## src/rtl/altr_hps_evt_aggr.sv

```systemverilog
// Event aggregator: sticky per-source pending bits with ack clear, plus one stretched request line.
// Define ALTR_HPS_EVT_LEVEL_EN for level-sensitive sets; otherwise sources set on rising edges.
module altr_hps_evt_aggr #(
  parameter int NUM_SRC = 4,
  parameter int STRETCH = 4
) (
  input  logic               clk,
  input  logic               rst,
  input  logic [NUM_SRC-1:0] evt_in,
  input  logic [NUM_SRC-1:0] evt_mask,
  input  logic               evt_ack,
  input  logic [NUM_SRC-1:0] evt_ack_vec,
  output logic [NUM_SRC-1:0] evt_pend,
  output logic               evt_out
);

  localparam int CNT_W = $clog2(STRETCH + 1);
  localparam logic [CNT_W-1:0] CNT_LOAD = CNT_W'(STRETCH - 1);
  localparam logic [CNT_W-1:0] CNT_ONE  = CNT_W'(1);

  typedef enum logic [1:0] {
    IDLE = 2'd0,
    STR  = 2'd1,
    WAIT = 2'd2
  } state_t;

  state_t             state_reg, state_next;
  logic [CNT_W-1:0]   cnt_reg, cnt_next;
  logic               out_reg, out_next;
  logic [NUM_SRC-1:0] pend_reg, pend_next;
  logic [NUM_SRC-1:0] set_vec;
  logic [NUM_SRC-1:0] clr_vec;
  logic               any_pend;

`ifdef ALTR_HPS_EVT_LEVEL_EN
  assign set_vec = evt_in & evt_mask;
`else
  logic [NUM_SRC-1:0] evt_in_d_reg;

  // Cleared on reset so an input already high at release counts as one event.
  always_ff @(posedge clk) begin
    if (rst) evt_in_d_reg <= '0;
    else     evt_in_d_reg <= evt_in;
  end

  assign set_vec = evt_in & ~evt_in_d_reg & evt_mask;
`endif

  assign clr_vec = evt_ack_vec & {NUM_SRC{evt_ack}};

  // A set in the same cycle as its clear wins, so no event is ever lost to an ack race.
  generate
    for (genvar gi = 0; gi < NUM_SRC; gi++) begin : g_pend
      assign pend_next[gi] = (pend_reg[gi] & ~clr_vec[gi]) | set_vec[gi];
    end
  endgenerate

  always_ff @(posedge clk) begin
    if (rst) pend_reg <= '0;
    else     pend_reg <= pend_next;
  end

  assign any_pend = |pend_reg;

  always_ff @(posedge clk) begin
    if (rst) begin
      state_reg <= IDLE;
      cnt_reg   <= '0;
      out_reg   <= 1'b0;
    end else begin
      state_reg <= state_next;
      cnt_reg   <= cnt_next;
      out_reg   <= out_next;
    end
  end

  always_comb begin
    state_next = state_reg;
    cnt_next   = cnt_reg;
    out_next   = out_reg;
    case (state_reg)
      IDLE: begin
        out_next = 1'b0;
        if (any_pend) begin
          state_next = STR;
          cnt_next   = CNT_LOAD;
          out_next   = 1'b1;
        end
      end
      // Stretch runs to completion regardless of acks; only then does pending matter.
      STR: begin
        out_next = 1'b1;
        if (cnt_reg != '0) begin
          cnt_next = cnt_reg - CNT_ONE;
        end else if (any_pend) begin
          state_next = WAIT;
        end else begin
          state_next = IDLE;
          out_next   = 1'b0;
        end
      end
      WAIT: begin
        out_next = 1'b1;
        if (!any_pend) begin
          state_next = IDLE;
          out_next   = 1'b0;
        end
      end
      default: begin
        state_next = IDLE;
        cnt_next   = '0;
        out_next   = 1'b0;
      end
    endcase
  end

  assign evt_pend = pend_reg;
  assign evt_out  = out_reg;

endmodule

```

## config.mk

```make
export PLATFORM = sky130hd
export DESIGN_NAME = altr_hps_evt_aggr
export DESIGN_NICKNAME = d
export VERILOG_FILES = /design/src/rtl/altr_hps_evt_aggr.sv
export SDC_FILE = /design/constraint.sdc
export NUM_CORES = 1
export LEC_CHECK = 0
export BUFFER_PORTS_ARGS = -buffer_cell sky130_fd_sc_hd__buf_2
export CORE_MARGIN = 3
export CORE_UTILIZATION = 40
export CTS_BUF_LIST = sky130_fd_sc_hd__clkbuf_4 sky130_fd_sc_hd__clkbuf_8
export DETAILED_ROUTE_END_ITERATION = 12
export PLACE_DENSITY = 0.64
export SYNTH_ARGS = -nofsm -noshare
export SYNTH_HDL_FRONTEND = slang
export SYNTH_SLANG_ARGS = --single-unit
```

## constraint.sdc

```tcl
create_clock -name clk -period 2.4 [get_ports clk]
set_input_delay 0 -clock clk [delete_from_list [all_inputs] [get_ports clk]]
set_output_delay 0 -clock clk [all_outputs]
set_load 0.02 [all_outputs]
```

# Word-level counts from Yosys, hierarchy flattened
# Index checks and enable logic that the tools add are counted.
totals:
  word_cells: 46
  output_inout_bits: 5
  register_bits: 14
  input_bits: 15
op_classes:
  muxes: 11
  reduce_logical: 6
  bitwise: 17
  add_sub_neg: 1
  eq_ne: 6
ops:
  columns: ["cell", "count"]
  rows:
  - ["4-bit bitwise AND", 3]
  - ["3-bit one-hot mux with 3 select lines", 1]
  - ["2-bit 2-to-1 mux", 4]
  - ["2-bit inequality test, second input constant", 4]
  - ["3-bit 2-to-1 mux", 2]
  - ["2-bit one-hot mux with 3 select lines", 1]
  - ["3-bit AND reduction", 2]
  - ["1-bit NOT", 5]
  - ["1-bit bitwise AND", 4]
  - ["4-bit NOT", 1]
  - ["1-bit OR", 4]
  - ["4-bit OR reduction", 1]
  - ["3-bit nonzero test", 1]
  - ["3-bit by 1-bit subtractor with 3-bit output, second input constant", 1]
  - ["2-bit by 1-bit == test with 1-bit output, second input constant", 1]
  - ["2-bit == test, second input constant", 1]
  - ["2-bit zero test", 1]
  - ["1-bit 2-to-1 mux", 2]
  - ["1-bit one-hot mux with 2 select lines", 1]
  - ["2-bit OR reduction", 1]

# Longest topological paths before layout
depth:
  ltp_word: 4
  ltp_mapped: 6
  mapped_depth_nobuf: 6

# Worst setup path after synthesis
# Ideal clock, no wire load.
synth_timing:
  path_type: "flip-flop to flip-flop"
  from: "register cnt_reg[0]"
  to: "register cnt_reg[0]"
  stages_incl_launch_ff: 7
  arrival_time_ns: 1.336
  required_time_ns: 2.326
  setup_slack_ns: 0.990
  period_less_slack_ns: 1.410
  cell_sequence: "dfxtp_1 -> inv_1 -> ha_1 -> ha_1 -> nand2b_2 -> or3_1 -> a31oi_1"
synth_via:
  elab_chain_len: 3
synth_rtl:
  columns: ["item", "line", "text"]
  rows:
  - ["from (decl)", "28", "logic [CNT_W-1:0] cnt_reg, cnt_next;"]
  - ["from (signal assigned)", "72", "cnt_reg <= cnt_next;"]
  - ["3-bit by 1-bit subtractor with 3-bit output or 3-bit nonzero test (tied branches)", "94, 93", null]
  - ["3-bit 2-to-1 mux or 2-bit inequality test (tied branches)", null, null]
  - ["3-bit one-hot mux with 3 select lines or 3-bit AND reduction (tied branches)", null, null]
# Several ways; a longest one is shown, not always the timed one. The select of a mux whose other input is x is not followed.
# A chain may end at the register's enable or synchronous reset.

# Final worst setup path
# Ends and elaborated chain as after synthesis.

==> flow_summary.ini <==
[yosys]
ys_seq_area_share_pct = 48.4
yosys_warnings = 0
synth_top_area_share_pct = 48.4
ys.flop_type = dfxtp_1
syn_nets = 75
yosys-top-cells-area = dfxtp_1 48%, nor2b_1 6.5%, ha_1 4.3%, nand2_1 3.9%, nor4_4 3.7%
synth_common_cells = 14 x dfxtp_1, 6 x nand2_1, 6 x nor2b_1
synthCells = 58
synth_edf_count = 0
synth.avg_cell_area_um2 = 9.99
yosysUniqueCellTypes = 25
async_flop_share_pct = 0
ys_ff_latch = 14
netlist_area_um2 = 579
synth_most_common_cell = dfxtp_1
synth_top_area_cell = dfxtp_1

[global_route]
antenna_found_initial = 0
grt.total_usage_pct = 14.4
overflow = 0
grt_max_degree = 14
grt_pass1_vias = 499
grt_pass1_wl_mm = 2.05

[timing]
max_freq_mhz = 658
tightestPinTransition_ns = 0.331
rsz0062_at_grt = no
slew_violations = 0
final-hold-violation-count = 0
period_needed_ns = 1.52
period_share_pct = 63.3
fin_tns_setup_ns = 0
slew-limit-headroom_pct = 77.8
setup_viol = 0
fin_worst_skew_ns = 0.00663

[run]
max-cap-violations = 0

[clock_network]
cts-hold-fix-buffers = 8
clock_path_buffers = 2
clock_sinks = 14
cts_root_buf = clkbuf_4
postCtsSetupBuffers = 0
clk_pin_slew_ns = 0.08
cts_tree = built
cts_buffers = 3
cts-htree-levels = 1
cts_resized = 0
clock_latency_ns = 0.27

[route]
top_layer_used = met4
vias_per_cell = 4.90
drtPass1Iterations = 4
detail_route.iter0.violations = 6
drt_wl_total_mm = 1.14
routedWlPerCell_um = 11.1
wl_met1_um = 466
drc = 0
dr_wl_met2_um = 590
met3RoutedLength_um = 69
ant_nets = 0
dr_total_vias = 500

[finish]
n_antenna_cell = 0
fin_cells = 102
fillers = 132
final_layout_size_suffix_gt1_share_pct = 31.0
final_nets = 106
area_growth_pct = 35.4
finalCoreUtilization_pct = 58.8

[setup_path]
r2r_start = cnt_reg[0]
r2r-end = cnt_reg[0]
r2r_cells = 6
endpoint_kind = register
crit_arrival_ns = 1.71
worstPathRequired_ns = 2.59
cp_max_fo = 5
critPathKind = reg2reg
reg2reg_slack_ns = 0.88
cp-start-kind = register

[placed_design]
gp_congestion = 0.738
dp_hpwl_um = 763
io_buffers = 19
place_inst = 91

[floorplan]
die_h_um = 44.1
io_pins = 20
rows = 13
initial_core_util_pct = 43.4
dieArea_mm2 = 0.00194
die_x_um = 44.1
core-area_mm2 = 0.00133

[min_path]
hold_class = in2reg
worstHoldEndpoint = evt_pend[3]
hold_start = evt_ack_vec[3]
hold_depth = 3

[pwr]
p_total_mw = 0.526
p_per_area_mw_per_mm2 = 670
p_leak_nw = 0.353
ir_drop_v = 0.000442

[status]
status = completed
==> critical path, cell delays in order (launching register included) <==
cell	delay (ns)
dfxtp_1	0.32
inv_1	0.05
ha_1	0.19
ha_1	0.18
nand2b_2	0.21
or3_1	0.32
a31oi_1	0.17
==> cells by family after synthesis <==
kind of cell    count (synthesis)  share of synthesized area (%)
compound gates                 12                           15.1
mux                             1                           1.94
simple gates                   23                           25.1
flops                          14                           48.4
fa+ha+maj                       2                           4.32
buf+inv                         6                           5.18
==> final cells by class <==
type	instances	area (µm²)	area share [%]
clock buffer	3	22.5	2.87
tap	15	18.8	2.39
timing repair buffer	27	175	22.3
inverter	5	18.8	2.39
multi-input combinational	38	269	34.3
sequential	14	280	35.7
==> placed cells by master (no fill, tap or decap), types with 3 or more instances in the layout <==
master / n
buf_2: 19
dfxtp_1: 14
dlygate4sd3_1: 8
nor2b_1: 6
nand2_1: 6
inv_1: 5
a21oi_1: 3
clkbuf_4: 3
==> worst max-delay path by stage <==
stage                          start          to  slack [ns]
after floorplan           cnt_reg[0]  cnt_reg[0]        0.99
after global placement    cnt_reg[0]  cnt_reg[0]        0.95
after detailed placement  cnt_reg[0]  cnt_reg[0]        0.89
after CTS                 cnt_reg[0]  cnt_reg[0]        0.87
after global routing      cnt_reg[1]  cnt_reg[0]        0.81
final                     cnt_reg[0]  cnt_reg[0]        0.88
==> metal layers <==
layer,vias to the layer above,track usage [%]
met5,-,0
met4,0,3.61
met3,2,6.10
met2,12,25.0
met1,221,16.2
li1,265,-
==> report_power, final <==
part | internal [mW] | switching [mW] | total (mW) | leakage [nW]
clock network | 0.0580 | 0.0636 | 0.122 | 0.0138
registers | 0.257 | 0.0182 | 0.275 | 0.116
logic | 0.0698 | 0.0598 | 0.130 | 0.223
total | 0.384 | 0.142 | 0.526 | 0.353
==> metrics by stage <==
stage | worst slack [ns] | area [µm²] | hold WS (ns)
2_1_floorplan | 0.990 | 579 | 0.0825
3_3_place_gp | 0.947 | 682 | 0.231
3_5_place_dp | 0.890 | 682 | 0.240
4_1_cts | 0.871 | 785 | 0.0555
5_1_grt | 0.813 | 785 | 0.0639
6_report | 0.880 | 785 | 0.0648
Power figures use the tool's default switching activity.
